File: config.mk
export PLATFORM = sky130hd
export DESIGN_NAME = l2_mshr_alloc
export DESIGN_NICKNAME = d
export VERILOG_FILES = /design/src/rtl/l2_mshr_alloc_pkg.sv /design/src/rtl/l2_mshr_alloc_prio_enc.sv /design/src/rtl/l2_mshr_alloc.sv
export SDC_FILE = /design/constraint.sdc
export NUM_CORES = 1
export LEC_CHECK = 0
export ABC_AREA = 1
export CAP_MARGIN = 20
export CELL_PAD_IN_SITES_DETAIL_PLACEMENT = 0
export CELL_PAD_IN_SITES_GLOBAL_PLACEMENT = 1
export CORE_MARGIN = 4
export CORE_UTILIZATION = 45
export CTS_CLUSTER_SIZE = 16
export DETAILED_ROUTE_END_ITERATION = 12
export PLACE_DENSITY_LB_ADDON = 0.1
export SYNTH_ARGS = -nofsm -noshare
export SYNTH_HDL_FRONTEND = slang
export SYNTH_SLANG_ARGS = --single-unit
export TNS_END_PERCENT = 30
File: constraint.sdc
create_clock -name clk -period 4.91 [get_ports clk]
set_input_delay 0.982 -clock clk [delete_from_list [all_inputs] [get_ports clk]]
set_output_delay 0.982 -clock clk [all_outputs]
set_load 0.1 [all_outputs]
File: src/rtl/l2_mshr_alloc_pkg.sv
// Shared constants and types for the L2 MSHR allocator.
package l2_mshr_alloc_pkg;

   localparam int unsigned N_MSHR       = 4;
   localparam int unsigned MSHR_BITS    = 2;
   localparam int unsigned MSHR_BITS_P1 = MSHR_BITS + 1;
   localparam int unsigned L2_SET_BITS  = 8;

   typedef enum logic [1:0] {
      ST_IDLE  = 2'd0,
      ST_DRAIN = 2'd1,
      ST_DONE  = 2'd2
   } mshr_fsm_e;

endpackage

File: src/rtl/l2_mshr_alloc_prio_enc.sv
// Lowest-set-bit priority encoder: one-hot and binary index of the first requester.
module mshr_prio_enc #(
   parameter int unsigned N     = 4,
   parameter int unsigned IDX_W = 2
) (
   input  logic [N-1:0]     i_req,
   output logic [N-1:0]     o_onehot,
   output logic [IDX_W-1:0] o_idx,
   output logic             o_any
);

   // Scan from the top down so the lowest index wins.
   always_comb begin
      o_onehot = '0;
      o_idx    = '0;
      o_any    = 1'b0;
      for (int i = int'(N) - 1; i >= 0; i--) begin
         if (i_req[i]) begin
            o_onehot = '0;
            o_onehot[i] = 1'b1;
            o_idx    = IDX_W'(i);
            o_any    = 1'b1;
         end
      end
   end

endmodule

File: src/rtl/l2_mshr_alloc.sv
// L2 miss-status holding register allocator: grants the lowest free entry,
// tracks per-entry set for conflict detection, and supports a flush drain.
module l2_mshr_alloc
   import l2_mshr_alloc_pkg::*;
#(
   parameter int unsigned N_MSHR = l2_mshr_alloc_pkg::N_MSHR,
   parameter int unsigned SET_W  = l2_mshr_alloc_pkg::L2_SET_BITS,
   parameter int unsigned IDX_W  = (N_MSHR > 1) ? $clog2(N_MSHR) : 1,
   parameter int unsigned CNT_W  = IDX_W + 1
) (
   input  logic             clk,
   input  logic             rst,
   input  logic             alloc_req,
   input  logic [SET_W-1:0] alloc_set,
   output logic             alloc_gnt,
   output logic [IDX_W-1:0] alloc_idx,
   input  logic             free_valid,
   input  logic [IDX_W-1:0] free_idx,
   input  logic             flush_req,
   output logic             set_conflict,
   output logic [CNT_W-1:0] mshr_cnt,
   output logic             mshr_full,
   output logic             mshr_empty,
   output logic             flush_done,
   output logic             free_err
);

   logic [N_MSHR-1:0] r_valid;
   logic [SET_W-1:0]  r_set [N_MSHR];
   logic [CNT_W-1:0]  r_cnt;
   logic              r_free_err;
   mshr_fsm_e         r_state;
   mshr_fsm_e         w_state_nxt;

   logic [N_MSHR-1:0] w_free_onehot;
   logic [IDX_W-1:0]  w_free_slot;
   logic              w_any_free;
   logic              w_conflict;
   logic              w_free_legal;
   logic              w_gnt;

   mshr_prio_enc #(
      .N     (N_MSHR),
      .IDX_W (IDX_W)
   ) u_prio_enc (
      .i_req    (~r_valid),
      .o_onehot (w_free_onehot),
      .o_idx    (w_free_slot),
      .o_any    (w_any_free)
   );

   // Entries being freed this cycle still hold their set and block a match.
   always_comb begin
      w_conflict = 1'b0;
      for (int i = 0; i < int'(N_MSHR); i++) begin
         if (r_valid[i] && (r_set[i] == alloc_set)) w_conflict = 1'b1;
      end
   end

   always_comb begin
      w_free_legal = 1'b0;
      if (free_valid && (32'(free_idx) < N_MSHR)) w_free_legal = r_valid[free_idx];
   end

   assign mshr_full  = (r_cnt == CNT_W'(0));
   assign mshr_empty = (r_cnt == CNT_W'(N_MSHR));
   assign w_gnt      = rst && alloc_req && !mshr_full && !w_conflict &&
                       w_any_free && (r_state == ST_IDLE);

   assign alloc_gnt    = w_gnt;
   assign alloc_idx    = w_free_slot;
   assign set_conflict = w_conflict;
   assign mshr_cnt     = r_cnt;
   assign free_err     = r_free_err;
   assign flush_done   = (r_state == ST_DONE);

   // Next-state logic for the flush drain sequencer.
   always_comb begin
      w_state_nxt = r_state;
      case (r_state)
         ST_IDLE:  if (flush_req) w_state_nxt = ST_DRAIN;
         ST_DRAIN: if (mshr_empty) w_state_nxt = ST_DONE;
         ST_DONE:  w_state_nxt = ST_IDLE;
         default:  w_state_nxt = ST_IDLE;
      endcase
   end

   always_ff @(posedge clk) begin
      if (!rst) begin
         r_valid    <= '0;
         r_cnt      <= CNT_W'(N_MSHR);
         r_free_err <= 1'b0;
         r_state    <= ST_IDLE;
         for (int i = 0; i < int'(N_MSHR); i++) r_set[i] <= '0;
      end else begin
         r_state    <= w_state_nxt;
         r_free_err <= free_valid && !w_free_legal;
         if (w_gnt) begin
            for (int i = 0; i < int'(N_MSHR); i++) begin
               if (w_free_onehot[i]) r_set[i] <= alloc_set;
            end
         end
         r_valid <= (r_valid | (w_gnt ? w_free_onehot : '0)) &
                    ~(w_free_legal ? (N_MSHR'(1) << free_idx) : '0);
         case ({w_gnt, w_free_legal})
            2'b10:   r_cnt <= r_cnt - CNT_W'(1);
            2'b01:   r_cnt <= r_cnt + CNT_W'(1);
            default: r_cnt <= r_cnt;
         endcase
      end
   end

endmodule

==> results.ini <==
[global_routing]
antenna_found_initial = 0
grt_pass1_wl_mm = 9.27
grt_pass1_vias = 1906
grt_usage = 0.193
overflow = 0
grt_start_max_net_pins = 13

[sta]
tightest_slew_ps = 978
clock.fmax_ghz = 0.252
hold_viol_final = 0
min_period_over_period = 0.809
final_max_slew_viol_count = 0
setup_viol = 0
setup_slack_ps = 935
rsz0062_at_grt = false
relSlewSlack = 0.346
finalSetupTns_ps = 0
fin_crit_ps = 3970
fin_worst_skew_ps = 6.51

[cts]
cts_max_path_buffers = 2
cts_tree = built
numCtsBuffers = 5
cts_sinks = 42
clock_latency_ps = 300
htreeDepth = 2
clk_pin_slew_ps = 80
hold_buffers = 0
ctsResizeCount = 0
cts_root_buffer = clkbuf_8
post_cts_buffers = 0

[worst_setup_path]
critPathLaunchType = primary input
worstPathArrival_ps = 2990
cp-end-kind = output port
reg2reg_depth = 15
crit_required_ps = 3930
crit_type = primary input to output port
cp_max_fo = 12

[die]
die_h_um = 80.7
die_area_sq_um = 6510
io-pin-count = 26
core_sq_um = 5110
initial_core_util = 0.465
die_x_um = 80.7
rows = 26

[synthesis]
syn_area_sq_um = 2380
netlist.area_leader.share = 0.404
synth.top_cells.by_area = edfxtp_1 40%, nand2_1 12%, dfxtp_1 8.4%
ys_warn_count = 0
yosys.area_share.adder = 0.0137
synth_compound_area_frac = 0.0500
synth-xor-area-share = 0.0405
synth.yosys.seq_area_share = 0.489
synthSimpleGateAreaFrac = 0.314
yosysTopAreaCell = edfxtp_1
syn_nets = 305
avgSynthCellArea_sq_um = 8.25
synth.area.mux_share = 0
yosysUniqueCellTypes = 27
synth_cells = 288
synth_top_family_by_area = simple AND/OR/NAND/NOR gates
ys_ff_latch = 42

[route]
drtIter0Drc = 87
avgViaCountPerCell = 4.80
drtPass1Iterations = 6
vias = 1858
wirelength_mm = 5.51
wire_per_inst_um = 14.2
drc = 0
drtAntennaViolNets = 0

[finish]
synthToLayoutAreaGrowth_pct = 17.1
final_util = 0.545
design_area_sq_um = 2780
diodes = 0
drive_above_1_share = 0.110
final_net_count = 333

[hold_path]
hold_depth = 2
holdCritPathClass = flop to flop

[place]
io_buffers = 25
hpwlAfterDp_mm = 4.02
post_dp_cell_area_sq_um = 2690
gp_congestion = 0.797
dp_slack_ps = 930

[status]
status = finished, final reports clean

[power_and_ir_drop]
vdd_drop_max_uv = 280
leakagePower_nw = 1.24
power.density_nw_per_um2 = 306

[run]
drv_cap = 0

==> cell usage after synthesis <==
cell type	count
a21oi_1	13
a21oi_4	1
buf_2	3
buf_6	1
clkbuf_1	1
dfxtp_1	10
edfxtp_1	32
fa_1	1
ha_1	1
inv_1	45
inv_2	6
nand2_1	74
nand2_2	2
nand2_4	2
nand3_1	12
nand3_2	1
nand3_4	3
nor2_1	49
nor2_8	1
nor3_1	4
nor3_2	7
nor3_4	1
o211ai_1	1
o21ai_0	5
o21ai_1	1
xnor2_1	3
xor2_1	8
==> per-stage QoR <==
| step | power (mW) | hold WS (ps) | cells |
|---|---|---|---|
| final | 0.852 | 494 | 387 |
| after global routing | 0.894 | 538 | 387 |
| after CTS | 0.856 | 500 | 387 |
| after detailed placement | 0.629 | 487 | 379 |
| after global placement | 0.629 | 483 | 379 |
| after floorplan | 0.573 | 467 | 288 |
==> registers in the layout (all words and copies together), names as in the netlist <==
signal and count:
r_valid 4, r_state 2, free_err 1, mshr_cnt 3, r_set 32
==> logic make-up (layout without fill, tap and decap cells) <==
kind of cell             Yosys count  after routing
XOR/XNOR                          11             11
buffers and inverters             56             85
flip-flops                        42             42
AO/OA/AOI/OAI                     21             21
adder cells (fa/ha/maj)            2              2
AND/OR/NAND/NOR                  156            156
==> worst paths after layout <==
check	start	to	slack, ps
max reg2reg	r_valid[0]	mshr_cnt[2]	1870
min	r_state[0]	r_state[1]	490
min reg2reg	r_state[0]	r_state[1]	490
max	rst	alloc_gnt	940
==> where the power goes <==
group / leakage (nW) / switching, mW / internal, mW / total [mW]
sequential: 0.414 / 0.0180 / 0.404 / 0.422
combinational: 0.782 / 0.142 / 0.0558 / 0.198
clock: 0.0482 / 0.119 / 0.114 / 0.232
total: 1.24 / 0.279 / 0.573 / 0.852
==> per-layer routing <==
metal	up-vias	GRT usage	wire, um
li1	958	-	-
met1	852	0.236	2480
met2	39	0.333	2710
met3	9	0.0460	221
met4	0	0.0625	93
met5	-	0	0
==> worst max-delay path, stage by stage <==
cell and delay, ps:
clkdlybuf4s50_1 750, nand3_1 200, nor3_4 440, nand2_4 230, inv_1 90, buf_4 280
==> cells in the final DEF, fill, tap and decap left out, types with 5 or more instances in the layout <==
master	synthesis	routed
nand2_1	74	74
nor2_1	49	49
inv_1	45	45
edfxtp_1	32	32
clkdlybuf4s50_1	0	23
a21oi_1	13	13
nand3_1	12	12
dfxtp_1	10	10
xor2_1	8	8
nor3_2	7	8
inv_2	6	6
clkbuf_8	0	6
o21ai_0	5	5
==> area by class of cell <==
class,count,area [sq um]
Clock buffer,7,86.3
Clock inverter,1,5.00
Fill cell,495,2320
Inverter,51,191
Multi-Input combinational cell,190,998
Sequential cell,42,1160
Tap cell,70,87.6
Timing Repair Buffer,26,253
(Power assumes the default switching activity.)
